## src/rtl/safe_lock_if.sv

```systemverilog
// Command pulses in, entry/status out, between the button-pulse logic and safe_lock_ctrl.
interface safe_lock_if #(
   parameter int unsigned DIGITS   = 4,
   parameter int unsigned DIGIT_W  = 4,
   parameter int unsigned MAX_FAIL = 3
);
   localparam int unsigned ENTRY_W = DIGITS * DIGIT_W;
   localparam int unsigned CUR_W   = (DIGITS > 1) ? $clog2(DIGITS) : 1;
   localparam int unsigned FC_W    = $clog2(MAX_FAIL + 1);

   logic               up;
   logic               down;
   logic               slide;
   logic               set_req;
   logic               set_commit;
   logic               check_req;
   logic [ENTRY_W-1:0] entry;
   logic [CUR_W-1:0]   cursor;
   logic [1:0]         result;
   logic [FC_W-1:0]    fail_cnt;
   logic               authorized;
   logic               busy;

   modport master (
      output up, down, slide, set_req, set_commit, check_req,
      input  entry, cursor, result, fail_cnt, authorized, busy
   );

   modport slave (
      input  up, down, slide, set_req, set_commit, check_req,
      output entry, cursor, result, fail_cnt, authorized, busy
   );
endinterface

```

## src/rtl/safe_lock_ctrl.sv

```systemverilog
// Password entry/verification controller with authorised change and timed result.
// Optional lockout after MAX_FAIL consecutive failures: define SAFE_LOCK_LOCKOUT_EN.
module safe_lock_ctrl #(
   parameter int unsigned DIGITS        = 4,
   parameter int unsigned DIGIT_W       = 4,
   parameter int unsigned MAX_DIGIT     = 9,
   parameter int unsigned MAX_FAIL      = 3,
   parameter int unsigned RESULT_CYCLES = 200,
   parameter int unsigned LOCK_CYCLES   = 3000
) (
   input logic        clk,
   input logic        reset_n,
   safe_lock_if.slave bus
);
   localparam int unsigned ENTRY_W = DIGITS * DIGIT_W;
   localparam int unsigned CUR_W   = (DIGITS > 1) ? $clog2(DIGITS) : 1;
   localparam int unsigned FC_W    = $clog2(MAX_FAIL + 1);
   localparam int unsigned TMR_MAX = (LOCK_CYCLES > RESULT_CYCLES) ? LOCK_CYCLES : RESULT_CYCLES;
   localparam int unsigned TMR_W   = (TMR_MAX > 1) ? $clog2(TMR_MAX) : 1;

   localparam logic [1:0] RES_IDLE = 2'b00;
   localparam logic [1:0] RES_PASS = 2'b01;
   localparam logic [1:0] RES_FAIL = 2'b10;

   typedef enum logic [2:0] {S_IDLE, S_SET, S_CHECK, S_RESULT, S_LOCKED} state_e;

   state_e             state_q, state_d;
   logic [ENTRY_W-1:0] entry_q, entry_d;
   logic [ENTRY_W-1:0] stored_q, stored_d;
   logic [CUR_W-1:0]   cursor_q, cursor_d;
   logic [1:0]         result_q, result_d;
   logic [FC_W-1:0]    fail_q, fail_d;
   logic               auth_q, auth_d;
   logic               busy_q, busy_d;
   logic [TMR_W-1:0]   tmr_q, tmr_d;

   logic               match;
   logic [FC_W-1:0]    fail_inc;
   logic [DIGIT_W-1:0] dig;

   assign match    = (entry_q == stored_q);
   assign fail_inc = (fail_q == FC_W'(MAX_FAIL)) ? fail_q : fail_q + FC_W'(1);

   // State and output registers
   always_ff @(posedge clk or negedge reset_n) begin
      if (!reset_n) begin
         state_q  <= S_IDLE;
         entry_q  <= '0;
         stored_q <= '0;
         cursor_q <= '0;
         result_q <= RES_IDLE;
         fail_q   <= '0;
         auth_q   <= 1'b0;
         busy_q   <= 1'b0;
         tmr_q    <= '0;
      end else begin
         state_q  <= state_d;
         entry_q  <= entry_d;
         stored_q <= stored_d;
         cursor_q <= cursor_d;
         result_q <= result_d;
         fail_q   <= fail_d;
         auth_q   <= auth_d;
         busy_q   <= busy_d;
         tmr_q    <= tmr_d;
      end
   end

   // Next-state logic
   always_comb begin
      state_d = state_q;
      case (state_q)
         S_IDLE: begin
            if (bus.set_req && auth_q) state_d = S_SET;
            else if (bus.check_req)    state_d = S_CHECK;
         end
         S_SET: begin
            if (bus.set_commit || !bus.set_req) state_d = S_IDLE;
         end
         S_CHECK: begin
            state_d = S_RESULT;
`ifdef SAFE_LOCK_LOCKOUT_EN
            if (!match && fail_inc == FC_W'(MAX_FAIL)) state_d = S_LOCKED;
`endif
         end
         S_RESULT: begin
            if (tmr_q == '0) state_d = S_IDLE;
         end
`ifdef SAFE_LOCK_LOCKOUT_EN
         S_LOCKED: begin
            if (tmr_q == '0) state_d = S_IDLE;
         end
`endif
         default: state_d = S_IDLE;
      endcase
   end

   // Datapath and output next values
   always_comb begin
      entry_d  = entry_q;
      stored_d = stored_q;
      cursor_d = cursor_q;
      result_d = result_q;
      fail_d   = fail_q;
      auth_d   = auth_q;
      tmr_d    = tmr_q;
      dig      = '0;
      busy_d   = (state_d == S_CHECK) || (state_d == S_RESULT) || (state_d == S_LOCKED);

      // Edits hit the digit under the old cursor even when slide moves it this cycle
      if (state_q == S_IDLE || state_q == S_SET) begin
         for (int unsigned i = 0; i < DIGITS; i++) begin
            if (cursor_q == CUR_W'(i)) begin
               dig = entry_q[(DIGITS-1-i)*DIGIT_W +: DIGIT_W];
               if (bus.up && !bus.down)
                  dig = (dig == DIGIT_W'(MAX_DIGIT)) ? '0 : dig + DIGIT_W'(1);
               else if (bus.down && !bus.up)
                  dig = (dig == '0) ? DIGIT_W'(MAX_DIGIT) : dig - DIGIT_W'(1);
               entry_d[(DIGITS-1-i)*DIGIT_W +: DIGIT_W] = dig;
            end
         end
         if (bus.slide)
            cursor_d = (cursor_q == CUR_W'(DIGITS-1)) ? '0 : cursor_q + CUR_W'(1);
      end

      case (state_q)
         S_SET: begin
            if (bus.set_commit) begin
               stored_d = entry_q;
               auth_d   = 1'b0;
            end else if (!bus.set_req) begin
               auth_d   = 1'b0;
            end
         end
         S_CHECK: begin
            tmr_d = TMR_W'(RESULT_CYCLES - 1);
            if (match) begin
               result_d = RES_PASS;
               fail_d   = '0;
               auth_d   = 1'b1;
            end else begin
               result_d = RES_FAIL;
               fail_d   = fail_inc;
               auth_d   = 1'b0;
`ifdef SAFE_LOCK_LOCKOUT_EN
               if (fail_inc == FC_W'(MAX_FAIL)) begin
                  result_d = 2'b11;
                  tmr_d    = TMR_W'(LOCK_CYCLES - 1);
               end
`endif
            end
         end
         S_RESULT: begin
            if (tmr_q == '0) begin
               result_d = RES_IDLE;
               entry_d  = '0;
               cursor_d = '0;
            end else begin
               tmr_d = tmr_q - TMR_W'(1);
            end
         end
`ifdef SAFE_LOCK_LOCKOUT_EN
         S_LOCKED: begin
            if (tmr_q == '0) begin
               result_d = RES_IDLE;
               fail_d   = '0;
               entry_d  = '0;
               cursor_d = '0;
            end else begin
               tmr_d = tmr_q - TMR_W'(1);
            end
         end
`endif
         default: ;
      endcase
   end

   assign bus.entry      = entry_q;
   assign bus.cursor     = cursor_q;
   assign bus.result     = result_q;
   assign bus.fail_cnt   = fail_q;
   assign bus.authorized = auth_q;
   assign bus.busy       = busy_q;
endmodule

```

## src/flat_wrapper.sv

```systemverilog
// flat-port wrapper written by rule: the top's interface ports become plain ports
module safe_lock_ctrl_flat 
#(
   parameter int unsigned DIGITS        = 4,
   parameter int unsigned DIGIT_W       = 4,
   parameter int unsigned MAX_DIGIT     = 9,
   parameter int unsigned MAX_FAIL      = 3,
   parameter int unsigned RESULT_CYCLES = 200,
   parameter int unsigned LOCK_CYCLES   = 3000
)
  (clk, reset_n, bus_up, bus_down, bus_slide, bus_set_req, bus_set_commit, bus_check_req, bus_entry, bus_cursor, bus_result, bus_fail_cnt, bus_authorized, bus_busy);
  safe_lock_if #(.DIGITS(DIGITS), .DIGIT_W(DIGIT_W), .MAX_FAIL(MAX_FAIL)) bus_i ();
  input logic clk;
  input logic reset_n;
  input wire logic [$bits(bus_i.up)-1:0] bus_up;
  input wire logic [$bits(bus_i.down)-1:0] bus_down;
  input wire logic [$bits(bus_i.slide)-1:0] bus_slide;
  input wire logic [$bits(bus_i.set_req)-1:0] bus_set_req;
  input wire logic [$bits(bus_i.set_commit)-1:0] bus_set_commit;
  input wire logic [$bits(bus_i.check_req)-1:0] bus_check_req;
  output wire logic [$bits(bus_i.entry)-1:0] bus_entry;
  output wire logic [$bits(bus_i.cursor)-1:0] bus_cursor;
  output wire logic [$bits(bus_i.result)-1:0] bus_result;
  output wire logic [$bits(bus_i.fail_cnt)-1:0] bus_fail_cnt;
  output wire logic [$bits(bus_i.authorized)-1:0] bus_authorized;
  output wire logic [$bits(bus_i.busy)-1:0] bus_busy;
  assign bus_i.up = bus_up;
  assign bus_i.down = bus_down;
  assign bus_i.slide = bus_slide;
  assign bus_i.set_req = bus_set_req;
  assign bus_i.set_commit = bus_set_commit;
  assign bus_i.check_req = bus_check_req;
  assign bus_entry = bus_i.entry;
  assign bus_cursor = bus_i.cursor;
  assign bus_result = bus_i.result;
  assign bus_fail_cnt = bus_i.fail_cnt;
  assign bus_authorized = bus_i.authorized;
  assign bus_busy = bus_i.busy;
  safe_lock_ctrl #(.DIGITS(DIGITS), .DIGIT_W(DIGIT_W), .MAX_DIGIT(MAX_DIGIT), .MAX_FAIL(MAX_FAIL), .RESULT_CYCLES(RESULT_CYCLES), .LOCK_CYCLES(LOCK_CYCLES)) u_core (.clk(clk), .reset_n(reset_n), .bus(bus_i));
endmodule
```

## config.mk

```make
export PLATFORM = sky130hd
export DESIGN_NAME = safe_lock_ctrl_flat
export DESIGN_NICKNAME = d
export VERILOG_FILES = /design/src/rtl/safe_lock_if.sv /design/src/rtl/safe_lock_ctrl.sv /design/src/flat_wrapper.sv
export SDC_FILE = /design/constraint.sdc
export NUM_CORES = 1
export LEC_CHECK = 0
export ABC_AREA = 1
export CAP_MARGIN = 5
export CORE_MARGIN = 2
export CORE_UTILIZATION = 42
export CTS_CLUSTER_DIAMETER = 30
export DETAILED_ROUTE_END_ITERATION = 12
export RECOVER_POWER = 50
export REMOVE_ABC_BUFFERS = 1
export SLEW_MARGIN = 20
export SYNTH_ARGS = -nofsm -noshare
export SYNTH_HDL_FRONTEND = slang
export SYNTH_SLANG_ARGS = --single-unit
```

## constraint.sdc

```tcl
create_clock -name clk -period 1.5 [get_ports clk]
set_clock_uncertainty 0.1 [all_clocks]
set_input_delay 0.225 -clock clk [delete_from_list [all_inputs] [get_ports clk]]
set_output_delay 0.225 -clock clk [all_outputs]
set_load 0.01 [all_outputs]
```

==> impl_metrics.toml, run 1 <==
[drt]
vias = 3510
drc_errors = 0
via_per_inst = 4.97
drt-wirelength-per-cell_microns = 13.1
drtIter0Drc = 199
wl_microns = 9280
firstDrtPassIters = 4
drtAntennaViolNets = 0

[synthesis]
synth_top_cell_area_share = 0.405
synth-edff-count = 0
synth.area.mux_share = 0.00662
synth-seq-cells = 55
synthAdderAreaFrac = 0.0258
synthSimpleGateAreaFrac = 0.314
synth.avg_cell_area_sq_um = 7.05
synthTopCellsByCount = "150 x nand2_1, 68 x inv_1, 55 x dfrtp_1, 52 x o21ai_0, 37 x nand3_1"
synth_flop_cell = "dfrtp_1"
netlist_top_cells_area = "dfrtp_1 40%, nand2_1 17%, o21ai_0 7.7%"
synth_top_family_by_area = "simple AND/OR/NAND/NOR gates"
synthCells = 482
yosysWarnings = 0
ys_seq_area_frac = 0.405
synth.most_common_cell = "nand2_1"
synthDistinctLibCells = 30
synth-xor-area-share = 0.0206
synth_area_leader_cell = "dfrtp_1"
synth_compound_area_frac = 0.127
synthArstFlopShare = 1.00
netlist_area_sq_mm = 0.00340

[die]
core_area_sq_mm = 0.00777
io_pins = 32
die_w_microns = 94.0
die_area_sq_mm = 0.00883
rows = 32
die_h_microns = 94.0
initial_core_util = 0.438

[pwr]
p_int_w = 0.00494
switching_power_w = 0.00361
sw_frac_of_total = 0.422
ir_drop_uv = 1040
power.total_w = 0.00855
p_leak_nw = 2.51
seqPwrFrac = 0.284
cellPowerDensity_mw_per_mm2 = 1740
pwr-share-clk = 0.123
p_comb_frac = 0.594

[run]
max-cap-violations = 0

[critical_path]
critPathMaxStageDelay_ps = 390
r2r_setup_slack_ps = -110
required_ps = 1660
end_kind = "register"
cpMaxStageDelayCell = "dfrtp_1"
path_cells = "inv_2 > ha_4 > nand4_1 > nor2_4 > nand3_4 > buf_12 > nand2_4 > nand3_2 > nand2_1"
cp_max_fo = 8
cp.arrival_ps = 1770
startpoint_type = "register"
critPathKind = "reg2reg"

[clocking]
cts-root-buf = "clkbuf_8"
cts_buffer_depth = 2
clkSinkCount = 55
clk_pin_slew_ps = 110
insertion_delay_ps = 320
h-tree-depth = 2
tritoncts = "done"
cts_buffers = 5

[sta]
min_period_ps = 1610
fin_ws_ps = -112
fin_crit_sh = 1.07
worst_pin_slew_ps = 788
timing.slew.headroom = 0.475
timing.fmax_ghz = 0.621
slew_violations = 0
rsz0062_at_grt = "yes"
hold_violations = 0
setup_viol = 32
fin_setup_tns_ps = -1580

[global_route]
grt_pass1_wl_microns = 15200
grt_max_degree = 56
overflow = 0
antenna_found_initial = 0
track_usage = 0.216
grt_pass1_vias = 3224

[finish]
final_core_util = 0.631
area_growth_pct = 44.2
diodes = 0
nNetsFinal = 618
drive_gt1_frac = 0.318
layout.cells.non_filler = 706

[outcome]
violations = "negative setup slack"
outcome = "finished, violations left"

[worst_hold_path]
min_path_type = "in2reg"

[placement]
dpl.cell_count = 670
gp_congestion = 0.872
place_ws_ps = -344
place_hpwl_microns = 6260
io_buffers = 31
==> layout make-up <==
class / instances / area [sq um]
Multi-Input combinational cell: 344 / 1970
Fill cell: 715 / 2860
Clock inverter: 2 / 38.8
Inverter: 74 / 284
Sequential cell: 55 / 1380
Timing Repair Buffer: 123 / 1030
Clock buffer: 6 / 72.6
Tap cell: 102 / 128
==> critical path: cells and delay by family (launching register included) <==
family | cells | cell delay, ps
simple gates | 6 | 640
flops | 1 | 390
buf+inv | 2 | 280
fa+ha+maj | 1 | 130
==> registers in the layout, indices dropped and copies added (netlist names) <==
signal / count
u_core.bus.entry: 16
u_core.bus.cursor: 2
u_core.bus.busy: 1
u_core.bus.fail_cnt: 2
u_core.state_q: 3
u_core.bus.result: 2
u_core.tmr_q: 12
u_core.bus.authorized: 1
u_core.stored_q: 16
==> power groups by stage <==
| stage | clock [W] | combinational (W) | sequential [W] |
|---|---|---|---|
| after floorplan | 0 | 0.00191 | 0.00270 |
| after detailed placement | 0 | 0.00411 | 0.00253 |
| after CTS | 0.00107 | 0.00465 | 0.00241 |
| final | 0.00105 | 0.00507 | 0.00242 |
| after global placement | 0 | 0.00404 | 0.00252 |
| after global routing | 0.00111 | 0.00565 | 0.00250 |
==> metrics by stage <==
stage,cell area [sq um],hold slack (ps)
after floorplan,3340,-171
after global placement,4270,156
after detailed placement,4270,161
after CTS,4710,355
after global routing,4900,445
final,4900,396
==> layer usage <==
| layer | wire (microns) | track usage |
|---|---|---|
| met5 | 0 | 0 |
| met4 | 85 | 0.0411 |
| met3 | 262 | 0.0321 |
| met2 | 4580 | 0.374 |
| met1 | 4350 | 0.290 |
==> logic make-up (layout without fill, tap and decap cells) <==
kind of cell    count (synthesis)  count (layout)
xor+xnor                        8               8
compound gates                 80              80
buf+inv                        83             205
flops                          55              55
fa+ha+maj                       7               7
mux                             2               2
other cells                     1               1
simple gates                  246             246
==> layout by cell type, fill, tap and decap left out, types with 11 or more instances in the layout <==
cell type	instances
dfrtp_1	55
dlygate4sd2_1	18
o21ai_1	17
inv_1	55
nand2_1	126
nand3_1	28
nand2_2	20
buf_4	78
o21ai_0	35
inv_2	17
nor2_1	24
nor2_4	11
==> worst paths after layout <==
| check | startpoint | endpoint | cells after the start |
|---|---|---|---|
| max | u_core.tmr_q[0] | u_core.bus.result[1] | 9 |
| min | bus_check_req | u_core.state_q[1] | 3 |
| max reg2reg | u_core.tmr_q[0] | u_core.bus.result[1] | 9 |
| min reg2reg | u_core.stored_q[2] | u_core.stored_q[2] | 2 |
| max in group asynchronous | reset_n | u_core.bus.entry[6] | 3 |
| min in group asynchronous | reset_n | u_core.bus.entry[11] | 3 |
==> repair_timing <==
action	4_1_cts	5_1_grt
pin swaps	24	15
setup buffers	22	5
endpoints found under the setup margin	72	58
hold buffers	1	0
endpoints found under the hold margin	55	0
gates resized for setup	97	57
gates cloned	1	0
Note: power is estimated with default switching activity, not from simulation.
==> inputs of run 2 (changes only) <==
CELL_PAD_IN_SITES_DETAIL_PLACEMENT = 1   (was not set)
CELL_PAD_IN_SITES_GLOBAL_PLACEMENT = 2   (was not set)
CORE_UTILIZATION = 29   (was 42)
PLACE_DENSITY_LB_ADDON = 0.1   (was not set)
==> run 2 against run 1 <==
Against the previous run:
- the flow still finishes with violations (negative setup slack)
- via count is 3.0% higher
- first-iteration DRC count is 48% lower
- core utilization is 19 points lower
- final cell count is 7.5% higher
- sequential cell count stayed put
- critical endpoint unchanged
==> impl_metrics.toml, run 2 (synthesis results as in run 1) <==
[clocking]
clkSinkCount = 55
clk_pin_slew_ps = 80
cts-root-buf = "clkbuf_16"
tritoncts = "done"
cts_buffer_depth = 2
h-tree-depth = 2
cts_buffers = 5
insertion_delay_ps = 300

[critical_path]
r2r_setup_slack_ps = -140
end_kind = "register"
reg2reg_from = "u_core.tmr_q[0]"
critPathKind = "reg2reg"
cp_max_fo = 6
r2r_end = "u_core.bus.result[1]"
cp.arrival_ps = 1780
rr_worst_depth = 9
required_ps = 1650
startpoint_type = "register"

[placement]
io_buffers = 31
gp_congestion = 0.807
dpl.cell_count = 740
place_hpwl_microns = 8090

[global_route]
track_usage = 0.189
grt_pass1_wl_microns = 19300
overflow = 0
antenna_found_initial = 0
grt_max_degree = 56
grt_pass1_vias = 3951

[sta]
rsz0062_at_grt = "yes"
hold_violations = 0
setup_viol = 34
timing.slew.headroom = 0.446
fin_ws_ps = -139
fin_crit_sh = 1.09
min_period_ps = 1640
slew_violations = 0
timing.fmax_ghz = 0.610
worst_pin_slew_ps = 830

[pwr]
ir_drop_uv = 608
cellPowerDensity_mw_per_mm2 = 1730
power.total_w = 0.00879
p_leak_nw = 2.61

[run]
max-cap-violations = 0

[worst_hold_path]
min_path_cells = 2
min_path_type = "reg2reg"
hp-start = "u_core.stored_q[12]"
hold_end = "u_core.stored_q[12]"

[drt]
firstDrtPassIters = 4
wl_microns = 11200
drt-wirelength-per-cell_microns = 14.7
drtIter0Drc = 103
via_per_inst = 4.77
drc_errors = 0
vias = 3617
drtAntennaViolNets = 0

[finish]
layout_commonest_cell = "nand2_1"
diodes = 0
area_growth_pct = 49.4
nNetsFinal = 630
layout.cells.non_filler = 759
layout_common_cells = "129 x nand2_1, 83 x buf_4, 55 x inv_1, 54 x dfrtp_1, 35 x o21ai_0"
drive_gt1_frac = 0.328

[die]
rows = 39
core_area_sq_mm = 0.0114
initial_core_util = 0.298
die_area_sq_mm = 0.0126
io_pins = 32
die_h_microns = 112
die_w_microns = 112

[outcome]
outcome = "finished, violations left"
violations = "negative setup slack"
==> run 2: cell count changes in the layout (fill, tap and decap cells not counted), moves of 3 or more <==
cell,change
buf_4,+5
buf_6,+8
clkbuf_16,+5
clkbuf_8,-3
nand2_1,+3
nand3_1,+3
nand3_2,-3
==> run 2: through the flow <==
stage	setup TNS (ps)	setup WS, ps	area, sq um	utilization	hold slack (ps)
2_1_floorplan	-917	-199	3340	-	-171
3_3_place_gp	-4840	-260	4560	0.399	162
3_5_place_dp	-6220	-266	4560	0.399	161
4_1_cts	-2360	-131	4980	0.437	382
5_1_grt	-5760	-229	5080	0.445	444
6_report	-2550	-139	5080	0.445	421
==> run 2: power breakdown <==
part | switching [W] | total, W | internal, W
sequential | 0.000419 | 0.00245 | 0.00203
clock | 0.000586 | 0.00130 | 0.000713
combinational | 0.00272 | 0.00504 | 0.00232
==> run 2: repair_timing <==
| item | 4_1_cts | 5_1_grt |
|---|---|---|
| setup buffers | 9 | 1 |
| hold buffers | 1 | 0 |
| pin swaps | 14 | 14 |
| hold endpoints to repair | 55 | 0 |
| gates cloned | 0 | 0 |
| setup endpoints to repair | 67 | 56 |
| resized for setup | 104 | 42 |
==> run 2: worst max path at each step <==
| stage | start | to | slack (ps) | cells after the start |
|---|---|---|---|---|
| after floorplan | u_core.state_q[1] | u_core.stored_q[15] | -200 | 5 |
| after CTS | u_core.tmr_q[0] | u_core.tmr_q[3] | -130 | 9 |
| after global routing | u_core.tmr_q[0] | u_core.bus.result[1] | -230 | 9 |
| after detailed placement | bus_down | u_core.bus.entry[7] | -270 | 8 |
| final | u_core.tmr_q[0] | u_core.bus.result[1] | -140 | 9 |
| after global placement | bus_down | u_core.bus.entry[7] | -260 | 9 |
==> run 2: final cells by class <==
cell class                 count  area (sq um)
inverter                      74           278
multi-input combinational    344          1930
clock inverter                 1          7.51
clock buffer                   7           153
sequential                    55          1380
timing repair buffer         135          1160
tap                          143           179
fill                        1439          6340
==> run 2: routing by layer <==
metal  part of all wire  vias to the layer above  GRT usage
met5                  0                        -          0
met4              0.018                        0     0.0553
met3              0.028                       15     0.0243
met2               0.52                       47      0.348
met1               0.43                     1760      0.230
li1                   -                     1795          -
==> run 2: critical path, stage by stage (launching register included) <==
cell	delay, ps
dfrtp_1	380
inv_2	80
ha_4	130
nand4_1	130
nor2_4	200
nand3_4	180
buf_6	190
nand2_1	60
nand3_1	70
nand2_1	60
